**src/rtl/display_flip_ctrl_pkg.sv**
```systemverilog
// Shared definitions for the display page-flip controller: state encoding,
// default framebuffer addresses and field widths.
package disp_pkg;

    localparam int ADDR_W = 30;
    localparam int WD_W   = 24;
    localparam int FCNT_W = 16;

    localparam logic [ADDR_W-1:0] FB0_ADDR_DEF  = 30'h10a64580;
    localparam logic [ADDR_W-1:0] FB1_ADDR_DEF  = 30'h10b64580;
    localparam logic [WD_W-1:0]   TO_CYCLES_DEF = 24'd2000000;

    typedef enum logic [2:0] {
        INIT    = 3'd0,
        WAIT_VB = 3'd1,
        CLEAR   = 3'd2,
        RUN     = 3'd3,
        PEND    = 3'd4
    } flip_state_e;

    function automatic logic [ADDR_W-1:0] fb_addr(
        input logic              sel,
        input logic [ADDR_W-1:0] fb0,
        input logic [ADDR_W-1:0] fb1
    );
        return sel ? fb1 : fb0;
    endfunction

endpackage

```
**src/rtl/display_flip_ctrl_if.sv**
```systemverilog
// Renderer/display-core signal bundle of the page-flip controller.
// master = environment (display core + renderer), slave = controller.
interface display_flip_ctrl_if;

    logic                        enable;
    logic                        VBLANK;
    logic                        flip_req;
    logic                        CLRVBLNK;
    logic [disp_pkg::ADDR_W-1:0] DISPADDR;
    logic                        DISPON;
    logic                        flip_ack;
    logic [disp_pkg::ADDR_W-1:0] back_addr;
    logic [disp_pkg::FCNT_W-1:0] frame_cnt;
    logic                        vb_timeout;
    logic [2:0]                  state;

    modport master (
        output enable, VBLANK, flip_req,
        input  CLRVBLNK, DISPADDR, DISPON, flip_ack, back_addr,
               frame_cnt, vb_timeout, state
    );

    modport slave (
        input  enable, VBLANK, flip_req,
        output CLRVBLNK, DISPADDR, DISPON, flip_ack, back_addr,
               frame_cnt, vb_timeout, state
    );

endinterface

```
**src/rtl/display_flip_ctrl_vblank_watchdog.sv**
```systemverilog
// Saturating VBLANK watchdog: counts active cycles up to a limit and raises a
// sticky flag when the limit is reached.
module vblank_watchdog #(
    parameter int W = 24
) (
    input  logic         clk,
    input  logic         rst,
    input  logic         i_clr,
    input  logic         i_en,
    input  logic         i_flag_clr,
    input  logic [W-1:0] i_limit,
    output logic         o_timeout
);

    logic [W-1:0] r_cnt;
    logic [W-1:0] w_cnt_nxt;
    logic         r_flag;

    // NOTE: every always_comb output is assigned a default first, so no path leaves it unassigned and no latch is inferred.
    always_comb begin
        w_cnt_nxt = r_cnt;
        if (i_clr) begin
            w_cnt_nxt = '0;
        end else if (i_en && (r_cnt != i_limit)) begin
            w_cnt_nxt = r_cnt + W'(1);
        end
    end

    // NOTE: state registers use non-blocking assignments so every flop samples pre-edge values.
    always_ff @(posedge clk or negedge rst) begin
        if (!rst) begin
            r_cnt  <= '0;
            r_flag <= 1'b0;
        end else begin
            r_cnt <= w_cnt_nxt;
            if (i_flag_clr) begin
                r_flag <= 1'b0;
            end else if (i_en && (w_cnt_nxt == i_limit)) begin
                r_flag <= 1'b1;
            end
        end
    end

    assign o_timeout = r_flag;

endmodule

```
**src/rtl/display_flip_ctrl.sv**
```systemverilog
// Double-buffer page-flip controller: brings the display up on the first
// VBLANK, then swaps front/back framebuffers only inside VBLANK on request.
module display_flip_ctrl
    import disp_pkg::*;
#(
    parameter logic [ADDR_W-1:0] FB0_ADDR  = FB0_ADDR_DEF,
    parameter logic [ADDR_W-1:0] FB1_ADDR  = FB1_ADDR_DEF,
    parameter logic [WD_W-1:0]   TO_CYCLES = TO_CYCLES_DEF
) (
    input  logic               clk,
    input  logic               rst,
    display_flip_ctrl_if.slave bus
);

    flip_state_e       r_state,     w_state_nxt;
    logic              r_clr,       w_clr_nxt;
    logic [ADDR_W-1:0] r_dispaddr,  w_dispaddr_nxt;
    logic              r_dispon,    w_dispon_nxt;
    logic              r_ack,       w_ack_nxt;
    logic [FCNT_W-1:0] r_frame_cnt, w_frame_cnt_nxt;
    logic              r_front_sel, w_front_sel_nxt;

    logic              w_do_flip;
    logic              w_wd_clr;
    logic              w_wd_en;
    logic              w_flag_clr;
    logic              w_vb_timeout;
    logic [ADDR_W-1:0] w_front_addr;
    logic [ADDR_W-1:0] w_back_addr;

    assign w_front_addr = fb_addr(r_front_sel, FB0_ADDR, FB1_ADDR);
    assign w_back_addr  = fb_addr(~r_front_sel, FB0_ADDR, FB1_ADDR);

    always_comb begin
        w_state_nxt     = r_state;
        w_clr_nxt       = r_clr;
        w_dispaddr_nxt  = r_dispaddr;
        w_dispon_nxt    = r_dispon;
        w_ack_nxt       = r_ack;
        w_frame_cnt_nxt = r_frame_cnt;
        w_front_sel_nxt = r_front_sel;
        w_do_flip       = 1'b0;
        w_wd_clr        = 1'b0;
        w_wd_en         = 1'b0;
        w_flag_clr      = 1'b0;

        case (r_state)
            INIT: begin
                w_clr_nxt   = 1'b0;
                w_flag_clr  = 1'b1;
                w_state_nxt = WAIT_VB;
            end
            WAIT_VB: begin
                if (bus.enable && bus.VBLANK) begin
                    w_dispaddr_nxt = w_front_addr;
                    w_dispon_nxt   = 1'b1;
                    w_clr_nxt      = 1'b1;
                    w_state_nxt    = CLEAR;
                end
            end
            CLEAR: begin
                // flip_req is deliberately not looked at here: the requester is still dropping it after an ack
                w_clr_nxt   = 1'b0;
                w_ack_nxt   = 1'b0;
                w_wd_clr    = 1'b1;
                w_state_nxt = RUN;
            end
            RUN, PEND: begin
                w_wd_en = 1'b1;
                if (!bus.enable) begin
                    w_dispon_nxt = 1'b0;
                    w_flag_clr   = 1'b1;
                    w_state_nxt  = WAIT_VB;
                end else if (bus.VBLANK && (bus.flip_req || (r_state == PEND))) begin
                    w_do_flip = 1'b1;
                end else if (bus.VBLANK) begin
                    w_clr_nxt       = 1'b1;
                    w_frame_cnt_nxt = r_frame_cnt + FCNT_W'(1);
                    w_state_nxt     = CLEAR;
                end else if (bus.flip_req) begin
                    w_state_nxt = PEND;
                end
            end
            default: begin
                w_state_nxt = INIT;
            end
        endcase

        if (w_do_flip) begin
            w_front_sel_nxt = ~r_front_sel;
            w_dispaddr_nxt  = w_back_addr;
            w_ack_nxt       = 1'b1;
            w_clr_nxt       = 1'b1;
            w_frame_cnt_nxt = r_frame_cnt + FCNT_W'(1);
            w_state_nxt     = CLEAR;
        end
    end

    always_ff @(posedge clk or negedge rst) begin
        if (!rst) begin
            r_state     <= INIT;
            r_clr       <= 1'b1;
            r_dispaddr  <= '0;
            r_dispon    <= 1'b0;
            r_ack       <= 1'b0;
            r_frame_cnt <= '0;
            r_front_sel <= 1'b0;
        end else begin
            r_state     <= w_state_nxt;
            r_clr       <= w_clr_nxt;
            r_dispaddr  <= w_dispaddr_nxt;
            r_dispon    <= w_dispon_nxt;
            r_ack       <= w_ack_nxt;
            r_frame_cnt <= w_frame_cnt_nxt;
            r_front_sel <= w_front_sel_nxt;
        end
    end

    vblank_watchdog #(
        .W (WD_W)
    ) u_watchdog (
        .clk        (clk),
        .rst        (rst),
        .i_clr      (w_wd_clr),
        .i_en       (w_wd_en),
        .i_flag_clr (w_flag_clr),
        .i_limit    (TO_CYCLES),
        .o_timeout  (w_vb_timeout)
    );

    assign bus.CLRVBLNK   = r_clr;
    assign bus.DISPADDR   = r_dispaddr;
    assign bus.DISPON     = r_dispon;
    assign bus.flip_ack   = r_ack;
    assign bus.back_addr  = w_back_addr;
    assign bus.frame_cnt  = r_frame_cnt;
    assign bus.vb_timeout = w_vb_timeout;
    assign bus.state      = r_state;

endmodule
```
**src/flat_wrapper.sv**
```systemverilog
// flat-port wrapper written by rule: the top's interface ports become plain ports
module display_flip_ctrl_flat import disp_pkg::*;
#(
    parameter logic [ADDR_W-1:0] FB0_ADDR  = FB0_ADDR_DEF,
    parameter logic [ADDR_W-1:0] FB1_ADDR  = FB1_ADDR_DEF,
    parameter logic [WD_W-1:0]   TO_CYCLES = TO_CYCLES_DEF
)
  (clk, rst, bus_enable, bus_VBLANK, bus_flip_req, bus_CLRVBLNK, bus_DISPADDR, bus_DISPON, bus_flip_ack, bus_back_addr, bus_frame_cnt, bus_vb_timeout, bus_state);
  display_flip_ctrl_if bus_i ();
  input  logic clk;
  input  logic rst;
  input wire logic [$bits(bus_i.enable)-1:0] bus_enable;
  input wire logic [$bits(bus_i.VBLANK)-1:0] bus_VBLANK;
  input wire logic [$bits(bus_i.flip_req)-1:0] bus_flip_req;
  output wire logic [$bits(bus_i.CLRVBLNK)-1:0] bus_CLRVBLNK;
  output wire logic [$bits(bus_i.DISPADDR)-1:0] bus_DISPADDR;
  output wire logic [$bits(bus_i.DISPON)-1:0] bus_DISPON;
  output wire logic [$bits(bus_i.flip_ack)-1:0] bus_flip_ack;
  output wire logic [$bits(bus_i.back_addr)-1:0] bus_back_addr;
  output wire logic [$bits(bus_i.frame_cnt)-1:0] bus_frame_cnt;
  output wire logic [$bits(bus_i.vb_timeout)-1:0] bus_vb_timeout;
  output wire logic [$bits(bus_i.state)-1:0] bus_state;
  assign bus_i.enable = bus_enable;
  assign bus_i.VBLANK = bus_VBLANK;
  assign bus_i.flip_req = bus_flip_req;
  assign bus_CLRVBLNK = bus_i.CLRVBLNK;
  assign bus_DISPADDR = bus_i.DISPADDR;
  assign bus_DISPON = bus_i.DISPON;
  assign bus_flip_ack = bus_i.flip_ack;
  assign bus_back_addr = bus_i.back_addr;
  assign bus_frame_cnt = bus_i.frame_cnt;
  assign bus_vb_timeout = bus_i.vb_timeout;
  assign bus_state = bus_i.state;
  display_flip_ctrl #(.FB0_ADDR(FB0_ADDR), .FB1_ADDR(FB1_ADDR), .TO_CYCLES(TO_CYCLES)) u_core (.clk(clk), .rst(rst), .bus(bus_i));
endmodule
```
**config.mk**
```make
export PLATFORM = sky130hd
export DESIGN_NAME = display_flip_ctrl_flat
export DESIGN_NICKNAME = d
export VERILOG_FILES = /design/src/rtl/display_flip_ctrl_pkg.sv /design/src/rtl/display_flip_ctrl_if.sv /design/src/rtl/display_flip_ctrl_vblank_watchdog.sv /design/src/rtl/display_flip_ctrl.sv /design/src/flat_wrapper.sv
export SDC_FILE = /design/constraint.sdc
export NUM_CORES = 1
export LEC_CHECK = 0
export ABC_CLOCK_PERIOD_IN_PS = 4800
export CAP_MARGIN = 20
export CORE_MARGIN = 4
export CORE_UTILIZATION = 34
export DETAILED_ROUTE_END_ITERATION = 16
export PLACE_DENSITY_LB_ADDON = 0.3
export SLEW_MARGIN = 15
export SYNTH_ARGS = -nofsm -noshare
export SYNTH_HDL_FRONTEND = slang
export SYNTH_SLANG_ARGS = --single-unit
```
**constraint.sdc**
```tcl
create_clock -name clk -period 4.8 [get_ports clk]
set_input_delay 0.48 -clock clk [delete_from_list [all_inputs] [get_ports clk]]
set_output_delay 0.48 -clock clk [all_outputs]
set_load 0.005 [all_outputs]
```
==> out/metrics.cfg <==
[cts]
clk_transition_reported_paths_ns=0.10
ctsLongestPathBuffers=2
ctsHtreeMaxLevel=2
cts_buffers=5
cts.repair_timing.setup_buffer_count=0
cts-hold-fix-buffers=0
clk_latency_ns=0.30
clock-root-buffer=sky130_fd_sc_hd__clkbuf_8
tritoncts_clock_tree=yes
tritoncts_num_sinks=50
cts_resized=0

[yosys]
synth_cell_type_count=55
synth_ff_type=sky130_fd_sc_hd__dfrtp_1
syn-instance-count=346
syn-mean-instance-area_um2=9.20
register_area_share_after_synthesis_pct=39.4
syn-cell-area_um2=3180
synth_warnings=0
count_of_flip_flops_with_a_built_in_enable_after_synthesis=0
async_reset_ff_share_pct=100
yosys_register_bits=50

[critical_path]
worstPathArrival_ns=3.34
critPathRequiredTime_ns=5.01
timing_worst_setup_path_type=flop to flop
worstSetupStartpoint=u_core.bus.state[1]
worst_setup_path_end_kind=flop
cp_max_fo=19
cp-start-kind=flop
startpoint_of_the_worst_register_to_register_path=u_core.bus.state[1]

[timing]
rsz_0062_raised_after_global_routing=no
post-route-min-period_ns=3.13
layout_setup_ws_ns=1.67
actual_slew_at_the_worst_max_slew_pin_ns=0.683
timing.setup.tns_ns=0
achievable-frequency_mhz=320
clk_skew_ns=0.0103
finalCritPeriodShare_pct=65.2
slew_viol_final=0
slew_headroom_pct=54.1
final_hold_viol_count=0
finalSetupViolations=0

[final_layout]
num-nets-final=382
area_growth_syn_to_layout_pct=10.9
multi_input_area_um2=1580
ratio_of_cells_with_drive_above_1_in_the_final_layout_pct=6.93
num_antenna_cells=0
final.fill_count=923
finalNonFillerCells=486
area.sequential_um2=1250
cell_area_after_layout_um2=3530
layout_common_cells=49 x sky130_fd_sc_hd__conb_1, 49 x sky130_fd_sc_hd__dfrtp_1, 37 x sky130_fd_sc_hd__clkdlybuf4s50_1

[power]
cell_area_power_density_nw_per_um2=308
p_leak_uw=0.00153
power.ir.vdd_worst_mv=0.190
power_uw=1080

[global_route]
grt_usage_pct=11.9
first_global_vias=2128
grt_max_degree=51
antenna_violations_before_repair=0
grt_first_pass_wirelength_um=10900
globalRoute.totalOverflow=0

[floorplan]
fp_rows=35
num_io_pins=88
core_um2=9150
die_y_um=105
dieArea_um2=11000
initial_utilization_pct=34.8
die_width_um=105

[placed_design]
postPlaceCellArea_um2=3410
routabilityCongestion=0.863
place.detailed.instances=478
detailedPlacementHpwl_um=4890
worst_slack_at_placement_ns=1.74
io_buffer_count=38

[drt]
postRouteAntennaNets=0
route.detailed.drc=0
vias=2320
route.detailed.wl_per_inst_um=13.5
drt-vias-per-instance=4.77
drtIter0Drc=149
wirelength_um=6550
router_iterations_before_antenna_repair=4

[worst_hold_path]
timing.hold.worst.class=input pin to asynchronous set/reset pin

[run_status]
outcome=completed

[job]
max_cap_violations=0

[layout make-up]
type / instances / area share, %
Multi-Input combinational cell: 264 / 44.8
Timing Repair Buffer: 40 / 11.1
Clock inverter: 3 / 1.35
Sequential cell: 50 / 35.5
Tap cell: 111 / 3.94
Inverter: 13 / 1.38
Clock buffer: 5 / 1.95
[cell usage after synthesis (all sizes together), types with 9 or more instances]
library cell / n / share of area [%]
nand3: 12 / 2.3
nand4: 14 / 3.2
dfrtp: 49 / 39
xor2: 11 / 3.0
buf: 61 / 14
nor2: 34 / 4.0
a21oi: 9 / 1.4
xnor2: 23 / 6.3
nor3: 9 / 1.4
o21ai: 12 / 2.0
inv: 13 / 1.5
nand2: 25 / 2.9
[logic make-up after synthesis]
family                   Yosys count  synth area share [%]
adder cells (fa/ha/maj)            3                  1.18
multiplexers                       5                  1.65
flip-flops                        50                  39.4
buffers and inverters             79                  16.5
XOR/XNOR                          34                  9.36
other                              2                 0.236
AND/OR/NAND/NOR                  134                  23.5
AO/OA/AOI/OAI                     39                  8.26
[worst paths after layout]
path | cells after the start | slack [ns] | endpoint
worst max-delay path | 7 | 1.67 | u_core.u_watchdog.o_timeout
worst max register to register | 7 | 1.67 | u_core.u_watchdog.o_timeout
worst min register to register | 1 | 0.48 | u_core.bus.frame_cnt[15]
max in group asynchronous | 2 | 4.09 | u_core.u_watchdog.r_cnt[11]
min in group clk | 1 | 0.48 | u_core.bus.frame_cnt[15]
worst min-delay path | 2 | 0.28 | u_core.bus.DISPADDR[23]
[state kept, by name, summed over array words and instances, names as in the netlist]
signal                       flops
u_core.u_watchdog.r_cnt         24
u_core.bus.frame_cnt            16
u_core.bus.state                 3
u_core.bus.DISPADDR              2
u_core.bus.CLRVBLNK              1
u_core.bus.DISPON                1
u_core.bus.flip_ack              1
u_core.r_front_sel               1
u_core.u_watchdog.o_timeout      1
[critical path, cell delays in order (launching register included)]
cell	delay, ns
sky130_fd_sc_hd__dfrtp_1	0.74
sky130_fd_sc_hd__a21o_1	0.30
sky130_fd_sc_hd__nand4_1	0.25
sky130_fd_sc_hd__or3_1	0.48
sky130_fd_sc_hd__or3_1	0.39
sky130_fd_sc_hd__mux2i_1	0.14
sky130_fd_sc_hd__or4_1	0.49
sky130_fd_sc_hd__o31ai_2	0.24
[through the flow]
step / util (%) / hold WS (ns)
final: 38.6 / 0.284
after global routing: 38.6 / 0.341
after CTS: 38.6 / 0.302
after detailed placement: 37.3 / 0.473
after global placement: 37.3 / 0.464
after floorplan: - / 0.184
[power by group]
| group | switching, uW | internal [uW] | total (uW) |
|---|---|---|---|
| logic | 127 | 124 | 251 |
| clock network | 147 | 158 | 305 |
| registers | 61.7 | 468 | 529 |
| total | 335 | 750 | 1080 |
[routing by layer]
layer	wire length [um]	share of wire [%]	track usage (%)
met5	0	0	0
met3	362	5.5	2.53
met2	3070	47	18.3
met4	45	0.69	2.44
met1	3070	47	17.3
No activity file was read; power rests on OpenSTA's default activity.
